`src/rtl/alu_pkg.sv`:
```
// Shared opcodes and FSM encoding for the sequential ALU.
package alu_pkg;

    localparam logic [2:0] OP_AND   = 3'b000;
    localparam logic [2:0] OP_SHIFT = 3'b001;
    localparam logic [2:0] OP_BNEG  = 3'b010;
    localparam logic [2:0] OP_NOR   = 3'b011;
    localparam logic [2:0] OP_ADD   = 3'b100;
    localparam logic [2:0] OP_SUB   = 3'b101;
    localparam logic [2:0] OP_MUL   = 3'b110;
    localparam logic [2:0] OP_SLT   = 3'b111;

    typedef enum logic {
        IDLE = 1'b0,
        MUL  = 1'b1
    } state_e;

endpackage

```
`src/rtl/alu_mul_iter.sv`:
```
// Iterative shift-add unsigned multiplier, one multiplier bit per step.
// prod_next is the accumulator value after this cycle's step.
module alu_mul_iter #(
    parameter int WIDTH = 8
) (
    input  logic                 clk,
    input  logic                 rst_n,
    input  logic                 load,
    input  logic                 step,
    input  logic [WIDTH-1:0]     a,
    input  logic [WIDTH-1:0]     b,
    output logic [2*WIDTH-1:0]   prod_next,
    output logic                 last
);
    localparam int SHW = $clog2(WIDTH);

    logic [2*WIDTH-1:0] acc_q, acc_d;
    logic [2*WIDTH-1:0] mcand_q, mcand_d;
    logic [WIDTH-1:0]   mplier_q, mplier_d;
    logic [SHW-1:0]     cnt_q, cnt_d;

    always_comb begin
        acc_d    = acc_q;
        mcand_d  = mcand_q;
        mplier_d = mplier_q;
        cnt_d    = cnt_q;
        if (load) begin
            acc_d    = '0;
            mcand_d  = {{WIDTH{1'b0}}, a};
            mplier_d = b;
            cnt_d    = '0;
        end else if (step) begin
            if (mplier_q[0]) begin
                acc_d = acc_q + mcand_q;
            end
            mcand_d  = mcand_q << 1;
            mplier_d = mplier_q >> 1;
            cnt_d    = cnt_q + 1'b1;
        end
    end

    assign prod_next = acc_d;
    assign last      = step && (cnt_q == SHW'(WIDTH - 1));

    always_ff @(posedge clk or negedge rst_n) begin
        if (!rst_n) begin
            acc_q    <= '0;
            mcand_q  <= '0;
            mplier_q <= '0;
            cnt_q    <= '0;
        end else begin
            acc_q    <= acc_d;
            mcand_q  <= mcand_d;
            mplier_q <= mplier_d;
            cnt_q    <= cnt_d;
        end
    end

endmodule

```
`src/rtl/alu_seq.sv`:
```
// Registered ALU: single-cycle ops plus an iterative multiply with BUSY.
// Results and flags update only on the DONE pulse.
module alu_seq
    import alu_pkg::*;
#(
    parameter int WIDTH = 8
) (
    input  logic             CLK,
    input  logic             RESET_N,
    input  logic             START,
    input  logic [2:0]       OP,
    input  logic [WIDTH-1:0] INPUTA,
    input  logic [WIDTH-1:0] INPUTB,
    output logic             BUSY,
    output logic             DONE,
    output logic [WIDTH-1:0] OUT,
    output logic             ZERO,
    output logic             NEG,
    output logic             CARRY
);
    localparam int SHW = $clog2(WIDTH);

    state_e             state_q, state_d;
    logic               done_q, done_d;
    logic [WIDTH-1:0]   out_q, out_d;
    logic               zero_q, zero_d;
    logic               neg_q, neg_d;
    logic               carry_q, carry_d;

    logic [WIDTH-1:0]   res;
    logic               res_c;
    logic [WIDTH:0]     sum, diff;
    logic [SHW-1:0]     shamt;

    logic               mul_load, mul_step, mul_last;
    logic [2*WIDTH-1:0] prod;

    alu_mul_iter #(.WIDTH(WIDTH)) u_mul (
        .clk       (CLK),
        .rst_n     (RESET_N),
        .load      (mul_load),
        .step      (mul_step),
        .a         (INPUTA),
        .b         (INPUTB),
        .prod_next (prod),
        .last      (mul_last)
    );

    always_comb begin
        sum   = {1'b0, INPUTA} + {1'b0, INPUTB};
        diff  = {1'b0, INPUTA} - {1'b0, INPUTB};
        shamt = INPUTB[SHW-1:0];
        res   = '0;
        res_c = 1'b0;
        unique case (OP)
            OP_AND:   res = INPUTA & INPUTB;
            OP_SHIFT: begin
                if (INPUTB[SHW]) begin
                    res = $signed(INPUTA) >>> shamt;
                end else begin
                    res = INPUTA << shamt;
                end
            end
            OP_BNEG:  res = {{(WIDTH-1){1'b0}}, INPUTA[WIDTH-1]};
            OP_NOR:   res = ~(INPUTA | INPUTB);
            OP_ADD: begin
                res   = sum[WIDTH-1:0];
                res_c = sum[WIDTH];
            end
            OP_SUB: begin
                res   = diff[WIDTH-1:0];
                res_c = ~diff[WIDTH];
            end
            OP_MUL:   res = '0;
            OP_SLT: begin
                res = {{(WIDTH-1){1'b0}},
                       ($signed(INPUTA) < $signed(INPUTB))};
            end
        endcase
    end

    always_comb begin
        state_d  = state_q;
        done_d   = 1'b0;
        out_d    = out_q;
        carry_d  = carry_q;
        mul_load = 1'b0;
        mul_step = 1'b0;
        unique case (state_q)
            IDLE: begin
                if (START) begin
                    if (OP == OP_MUL) begin
                        mul_load = 1'b1;
                        state_d  = MUL;
                    end else begin
                        out_d   = res;
                        carry_d = res_c;
                        done_d  = 1'b1;
                    end
                end
            end
            MUL: begin
                mul_step = 1'b1;
                if (mul_last) begin
                    out_d   = prod[WIDTH-1:0];
                    carry_d = |prod[2*WIDTH-1:WIDTH];
                    done_d  = 1'b1;
                    state_d = IDLE;
                end
            end
        endcase
        // Flags must hold too, so reset's ZERO=0 survives until a result.
        zero_d = done_d ? (out_d == '0) : zero_q;
        neg_d  = done_d ? out_d[WIDTH-1] : neg_q;
    end

    always_ff @(posedge CLK or negedge RESET_N) begin
        if (!RESET_N) begin
            state_q <= IDLE;
            done_q  <= 1'b0;
            out_q   <= '0;
            zero_q  <= 1'b0;
            neg_q   <= 1'b0;
            carry_q <= 1'b0;
        end else begin
            state_q <= state_d;
            done_q  <= done_d;
            out_q   <= out_d;
            zero_q  <= zero_d;
            neg_q   <= neg_d;
            carry_q <= carry_d;
        end
    end

    assign BUSY  = (state_q == MUL);
    assign DONE  = done_q;
    assign OUT   = out_q;
    assign ZERO  = zero_q;
    assign NEG   = neg_q;
    assign CARRY = carry_q;

endmodule

```
`config.mk`:
```
export PLATFORM = sky130hd
export DESIGN_NAME = alu_seq
export DESIGN_NICKNAME = d
export VERILOG_FILES = /design/src/rtl/alu_pkg.sv /design/src/rtl/alu_mul_iter.sv /design/src/rtl/alu_seq.sv
export SDC_FILE = /design/constraint.sdc
export NUM_CORES = 1
export LEC_CHECK = 0
export CAP_MARGIN = 20
export CORE_ASPECT_RATIO = 1.2
export CORE_MARGIN = 3
export CORE_UTILIZATION = 25
export DETAILED_ROUTE_END_ITERATION = 8
export PLACE_DENSITY = 0.47
export SLEW_MARGIN = 10
export SYNTH_ARGS = -nofsm -noshare
export SYNTH_HDL_FRONTEND = slang
export SYNTH_SLANG_ARGS = --single-unit
```
`constraint.sdc`:
```
create_clock -name CLK -period 4.39 [get_ports CLK]
set_input_delay 0.878 -clock CLK [delete_from_list [all_inputs] [get_ports CLK]]
set_output_delay 0.878 -clock CLK [all_outputs]
set_load 0.01 [all_outputs]
```
=== Word level (Yosys, flattened, before mapping) ===
Cells that the tools add are included.

* Register bits after elaboration: 56
* Input bits: 22

* Bitwise operators: 5
* Eq/ne operators: 11
* Muxes and demuxes: 30
* Add/subtract/negate cells: 4
* Shift operators: 2
* Reductions and logical operators: 6
* $lt $le $gt $ge: 1

{| class="wikitable"
|+ Operator list
! cell !! count
|-
| 16-bit two-way mux || 5
|-
| 8-bit one-hot mux with 7 select lines || 1
|-
| 8-bit two-way mux || 6
|-
| 16-bit adder || 1
|-
| 8-bit one-hot mux with 2 select lines || 1
|-
| 3-bit equality test, second input constant || 5
|-
| 1-bit two-way mux || 11
|-
| 8-bit by 8-bit adder with 9-bit output || 1
|-
| 8-bit by 8-bit subtractor with 9-bit output || 1
|-
| 8-bit bitwise AND || 1
|-
| 8-bit logical NOT || 1
|-
| 8-bit < comparator || 1
|-
| 8-bit inverter || 1
|-
| 8-bit bitwise OR || 1
|-
| 1-bit one-hot mux with 2 select lines || 4
|-
| 8-bit OR reduction || 1
|-
| 8-bit by 3-bit left shift with 8-bit output || 1
|-
| 8-bit by 3-bit >>> shifter with 8-bit output || 1
|-
| 3-bit by 2-bit equality test with 1-bit output, second input constant || 2
|-
| 3-bit two-way mux || 2
|-
| 2-bit inequality test, second input constant || 2
|-
| 3-bit by 1-bit adder with 3-bit output, second input constant || 1
|-
| 3-bit by 1-bit equality test with 1-bit output, second input constant || 1
|-
| 3-bit logical NOT || 1
|-
| other kinds (5) || 6
|}

=== Depth between registers and ports, before layout ===
* Depth after elaboration: 8
* Gate-level depth with buffers: 12
* Mapped depth without buffers: 12

=== By module ===
Synthesis repeated with hierarchy kept, for this count alone.

* Cells, all modules: 592
* Area total of the unflattened synthesis: 5119.9 µm²

{| class="wikitable"
|+ Modules (own cells, without submodules)
! module !! area an instance (µm²) !! cells an instance !! seq. area each (µm²) !! instances
|-
| alu_seq || 2602.5 || 331 || 325.3 || 1
|-
| alu_mul_iter || 2517.4 || 261 || 1076.0 || 1
|}

=== Least setup slack after synthesis ===
No wires, ideal clock.

* Path kind: input to register
* From: input INPUTB[2]
* To: register zero_q, in the netlist ZERO
* Setup slack: 1.092 ns
* Arrival: 3.208 ns
* Buffers on the path: 2
* Library setup time: 0.090 ns
* Cell stages on the path: 12
* Cell sequence: clkbuf_1 > inv_1 > buf_4 > ha_1 > a21o_1 > a211o_1 > o21ai_0 > xnor2_1 > a21oi_1 > o211ai_1 > or4_4 > o31ai_4

* Longest elaborated chain between the ends: 7

{| class="wikitable"
|+ RTL lines
! item !! line !! RTL
|-
| start, declared || alu_seq.sv:13 || <nowiki>input logic [WIDTH-1:0] INPUTB,</nowiki>
|-
| branches (longest 2 deep; another with 8-bit by 8-bit subtractor with 9-bit output) || n/a ||
|-
| 8-bit one-hot mux with 7 select lines * || alu_seq.sv:55 || <nowiki>unique case (OP)</nowiki>
|-
| 8-bit two-way mux * || alu_seq.sv:92 || <nowiki>if (OP == OP_MUL) begin</nowiki>
|-
| 8-bit two-way mux * || alu_seq.sv:91 || <nowiki>if (START) begin</nowiki>
|-
| 8-bit one-hot mux with 2 select lines * || alu_seq.sv:89 || <nowiki>unique case (state_q)</nowiki>
|-
| 8-bit logical NOT * || alu_seq.sv:113 || <nowiki>zero_d = done_d ? (out_d == '0) : zero_q;</nowiki>
|-
| end signal, assigned || alu_seq.sv:129 || <nowiki>zero_q <= zero_d;</nowiki>
|-
| end, declared || alu_seq.sv:26 || <nowiki>logic zero_q, zero_d;</nowiki>
|}

Mark *: on every way between the ends.
A chain may end at the register's enable or synchronous reset.

=== Final worst setup path ===
* From: input INPUTA[0]
* To: register zero_q, in the netlist ZERO

* Longest elaborated chain between the ends: 7

{| class="wikitable"
|+ RTL lines
! item !! line !! RTL
|-
| start, declared || alu_seq.sv:12 || <nowiki>input logic [WIDTH-1:0] INPUTA,</nowiki>
|-
| branches (longest 2 deep; another with 8-bit by 8-bit subtractor with 9-bit output) || n/a ||
|-
| 8-bit one-hot mux with 7 select lines * || alu_seq.sv:55 ||
|-
| 8-bit two-way mux * || alu_seq.sv:92 ||
|-
| 8-bit two-way mux * || alu_seq.sv:91 ||
|-
| 8-bit one-hot mux with 2 select lines * || alu_seq.sv:89 ||
|-
| via out_d[2] || alu_seq.sv:25 || <nowiki>logic [WIDTH-1:0] out_q, out_d;</nowiki>
|-
| 8-bit logical NOT * || alu_seq.sv:113 ||
|}

Mark *: on every way through the listed nets, which the timed path passes.

==> run summary <==
### CTS
- 5 — number of CTS-inserted buffers
- 0 — post-CTS setup-driven buffer insertion count
- 0 — number of hold-repair buffers added at the cts stage
- 0 — Gates resized, CTS repair
- 2 — # H-tree levels
- 80 ps — clock transition at the register clock pins on the worst setup and hold paths after CTS
- clkbuf_16 — cell at the root of the clock tree
- 56 — Sinks on Clock Net
- 2 — maximum root-to-sink buffer count
- 300 ps — clock latency reported for the late side of the worst-skew pair
- built — clock tree from TritonCTS

### Synth
- 644 — Post-Syn Nets
- 17.3% — Post-Synth Simple-Gate Area
- 12.1% — post-synthesis share of cell area spent on full adders, half adders and majority gates
- dfrtp_1 — dominant synthesized flop cell
- 3.26% — area share of xor/xnor cells in the synthesized design
- 0 — number of enable-type register cells in the synthesized netlist
- 25.0% — compound-gate portion of the synthesized area
- compound AO/OA/AOI/OAI gates — largest family of logic cells by synthesized area
- 56 — flop and latch count out of synthesis
- 4830 um2 — cell area after synthesis
- 7.61% — multiplexer share of the synthesized area
- 71 — number of unique standard cell types used by synthesis
- 8.37 um2 — Synth Area per Inst
- 0 — Yosys warning count
- 29.0% — sequential fraction of the synthesis area
- 100% — fraction of registers with async set/reset
- 577 — Synth Instances

### Pwr
- 0.00114 W — P_sw
- 48.7% — Comb pwr share
- 43.0% — net switching share of the total power
- 0.185 mV — Worst IR Drop VDD
- 472 nW/um2 — power per cell area
- 0.00151 W — Internal Dissipation
- 16.3% — clock network power share
- 2.41 nW — standby leakage power
- 35.0% — relative contribution of sequential cells to total power

### STA
- 3800 ps — Tmin final
- 492 ps — final-layout worst hold slack
- 0 — Hold Vio Cnt, Final
- 587 ps — final worst-path setup slack
- 0 — Final setup violation count
- 9.73 ps — final setup skew
- 0 — fin. max-slew vios
- 0 ps — sum of negative setup slack
- 263 MHz — max frequency
- 49.6% — slew margin rel.
- 86.6% — final period utilization
- 754 ps — Slew @ Worst Pin
- false — RSZ-0062 raised after global routing

### Setup path
- clkdlybuf4s50_1 > ha_1 > fa_1 > xnor2_1 > a211oi_1 > a311oi_1 > nor3_1 > a21oi_1 > o21ai_2 > or4_4 > o31ai_4 — cells traversed along the worst timing path
- 570 ps — highest cell delay on the worst timing path
- 1140 ps — slack of the worst reg-to-reg path
- 11 — number of cell instances on the worst register-to-register path
- CARRY — capture point of the worst reg-to-reg path
- compound AO/OA/AOI/OAI gates — kind of cell adding the most delay to the critical path
- 4610 ps — required time at the endpoint of the critical path
- u_mul.mcand_q[0] — Reg-to-Reg Start
- input port — category of the worst setup path launch point
- in2reg — CP Class
- clkdlybuf4s50_1 — highest-delay cell along the critical path
- 1 — buffering stage count on the worst path with inverters included
- flop — Critical Path Sink Type
- 7 — Critical Path Fanout Max
- 4020 ps — Arr. time, crit path

### GRT
- 18.7% — global routing usage on met1
- met2 — Most Used Layer, Global Route
- 14.9% — GR Util All Layers
- 0 — number of antenna violations at the first check in global routing
- 0 — remaining global-route overflow
- 1.49% — GR met3 Demand/Resource
- 26.7% — met2 layer usage reported by global route
- 24800 um — first-pass GRT wire length
- 43 — maximum number of pins on one net before global-route repair
- 4457 — via count of the first global-routing pass

### Final layout
- 16.5% — Area Overhead vs Synth
- 0 — diode count
- nand2_1 — leading cell type in the layout, fill and taps excluded
- 859 — fin cells
- 29.7% — final standard cell utilization of the core
- 8.13% — share of layout cells above drive strength 1
- nand2_1 (72), dfrtp_1 (55), o21ai_0 (49), nor2_1 (48), a21oi_1 (48) — top library cells by usage in the layout, fill and taps aside
- 669 — nets@finish

### Die
- 158 um — die extent in y
- 25.5% — effective utilization at floorplan
- 35 — boundary pin count
- 133 um — x dimension of the die
- 18900 um2 — standard cell core area
- 55 — row cnt
- 21000 um2 — die footprint

### Route
- 15500 um — wire length after detailed routing
- 18.0 um — Routed WL per cell
- 5.13 — post-DR vias/cell
- 4 — number of iterations in the first detailed-routing pass
- 0 — number of remaining DRC errors
- 0 — residual antenna-violating net count after detailed routing
- 4407 — vias after detailed routing
- 314 — Detailed Route Iter0 Violations

### Hold path
- u_mul.mplier_q[1] — beginning of the worst hold path
- reg2reg — Min-Delay Path Class
- 2 — Hold Path Depth
- u_mul.mplier_q[0] — worst-case hold path end point

### Placed design
- 12100 um — HPWL reported at the end of detailed placement
- 290 ps — Worst Setup Slack post-DPL
- 851 — total instance count after detailed placement
- 34 — input/output buffers
- 0.893 — RePlAce Congestion

### Outcome
- finished clean — run status

### Flow run
- 0 — max_cap viols

worst min-delay path, cell delays in order, from the launching register on:
cell	delay, ps
dfrtp_1	350
nand2_1	50
o21ai_0	60
metrics by stage:
step | cell area, um2 | power, W
2_1_floorplan | 4830 | 0.00178
3_3_place_gp | 5470 | 0.00221
3_5_place_dp | 5470 | 0.00223
4_1_cts | 5630 | 0.00268
5_1_grt | 5630 | 0.00290
6_report | 5630 | 0.00265
how the worst max path moves through the flow:
| stage | to | slack, ps | cells after the start | start |
|---|---|---|---|---|
| after floorplan | ZERO | 1090 | 12 | INPUTB[2] |
| after global placement | ZERO | 270 | 11 | INPUTA[0] |
| after detailed placement | ZERO | 290 | 11 | INPUTA[0] |
| after CTS | ZERO | 610 | 11 | INPUTA[0] |
| after global routing | ZERO | 460 | 11 | INPUTA[0] |
| final | ZERO | 590 | 11 | INPUTA[0] |
power by group through the flow:
stage	Clock (W)	Sequential, W	Combinational [W]
global route	0.000472	0.000966	0.00146
CTS	0.000446	0.000932	0.00130
floorplan	0	0.000866	0.000911
finish	0.000434	0.000929	0.00129
global placement	0	0.000935	0.00128
detailed placement	0	0.000938	0.00130
synth_stat cells (5+ instances only):
cell type / count / area share (%)
a211oi_1: 8 / 1.2
a21o_1: 8 / 1.2
a21oi_1: 48 / 5.0
a221oi_1: 5 / 0.91
a31oi_1: 6 / 0.78
buf_2: 6 / 0.62
clkbuf_1: 26 / 2.0
dfrtp_1: 56 / 29
ha_1: 42 / 11
inv_1: 28 / 2.2
mux2i_1: 12 / 2.5
mux4_2: 6 / 2.8
nand2_1: 72 / 5.6
nand3_1: 16 / 1.7
nor2_1: 48 / 3.7
nor2b_1: 6 / 0.78
nor3_1: 12 / 1.2
o211ai_1: 7 / 1.1
o21a_1: 5 / 0.78
o21ai_0: 49 / 5.1
o21bai_1: 5 / 0.78
o31ai_1: 5 / 0.78
or3_1: 8 / 1.0
xnor2_1: 12 / 2.2
xor2_1: 6 / 1.1
area by class of cell:
cell class                      count  area, um2
Clock buffer                        6        139
Clock inverter                      2       18.8
Fill cell                        2033      13300
Inverter                           31        116
Multi-Input combinational cell    455       3150
Sequential cell                    56       1400
Tap cell                          256        320
Timing Repair Buffer               53        478
logic make-up after synthesis:
family | Yosys count
flops | 56
compound gates | 185
fa+ha+maj | 45
xor+xnor | 18
mux | 24
buf+inv | 66
simple gates | 183
flip-flops by register name, indices dropped and copies added, names as in the netlist:
name / count
OUT: 8
NEG: 1
u_mul.mcand_q: 16
u_mul.mplier_q: 8
u_mul.cnt_q: 3
u_mul.acc_q: 16
CARRY: 1
DONE: 1
ZERO: 1
BUSY: 1
metal layers:
metal  vias up  share of wire, %
met5         -                 0
met4         0               2.8
met3        21               3.3
met2       125                50
met1      2121                44
li1       2140                 -
Power figures use the tool's default switching activity.
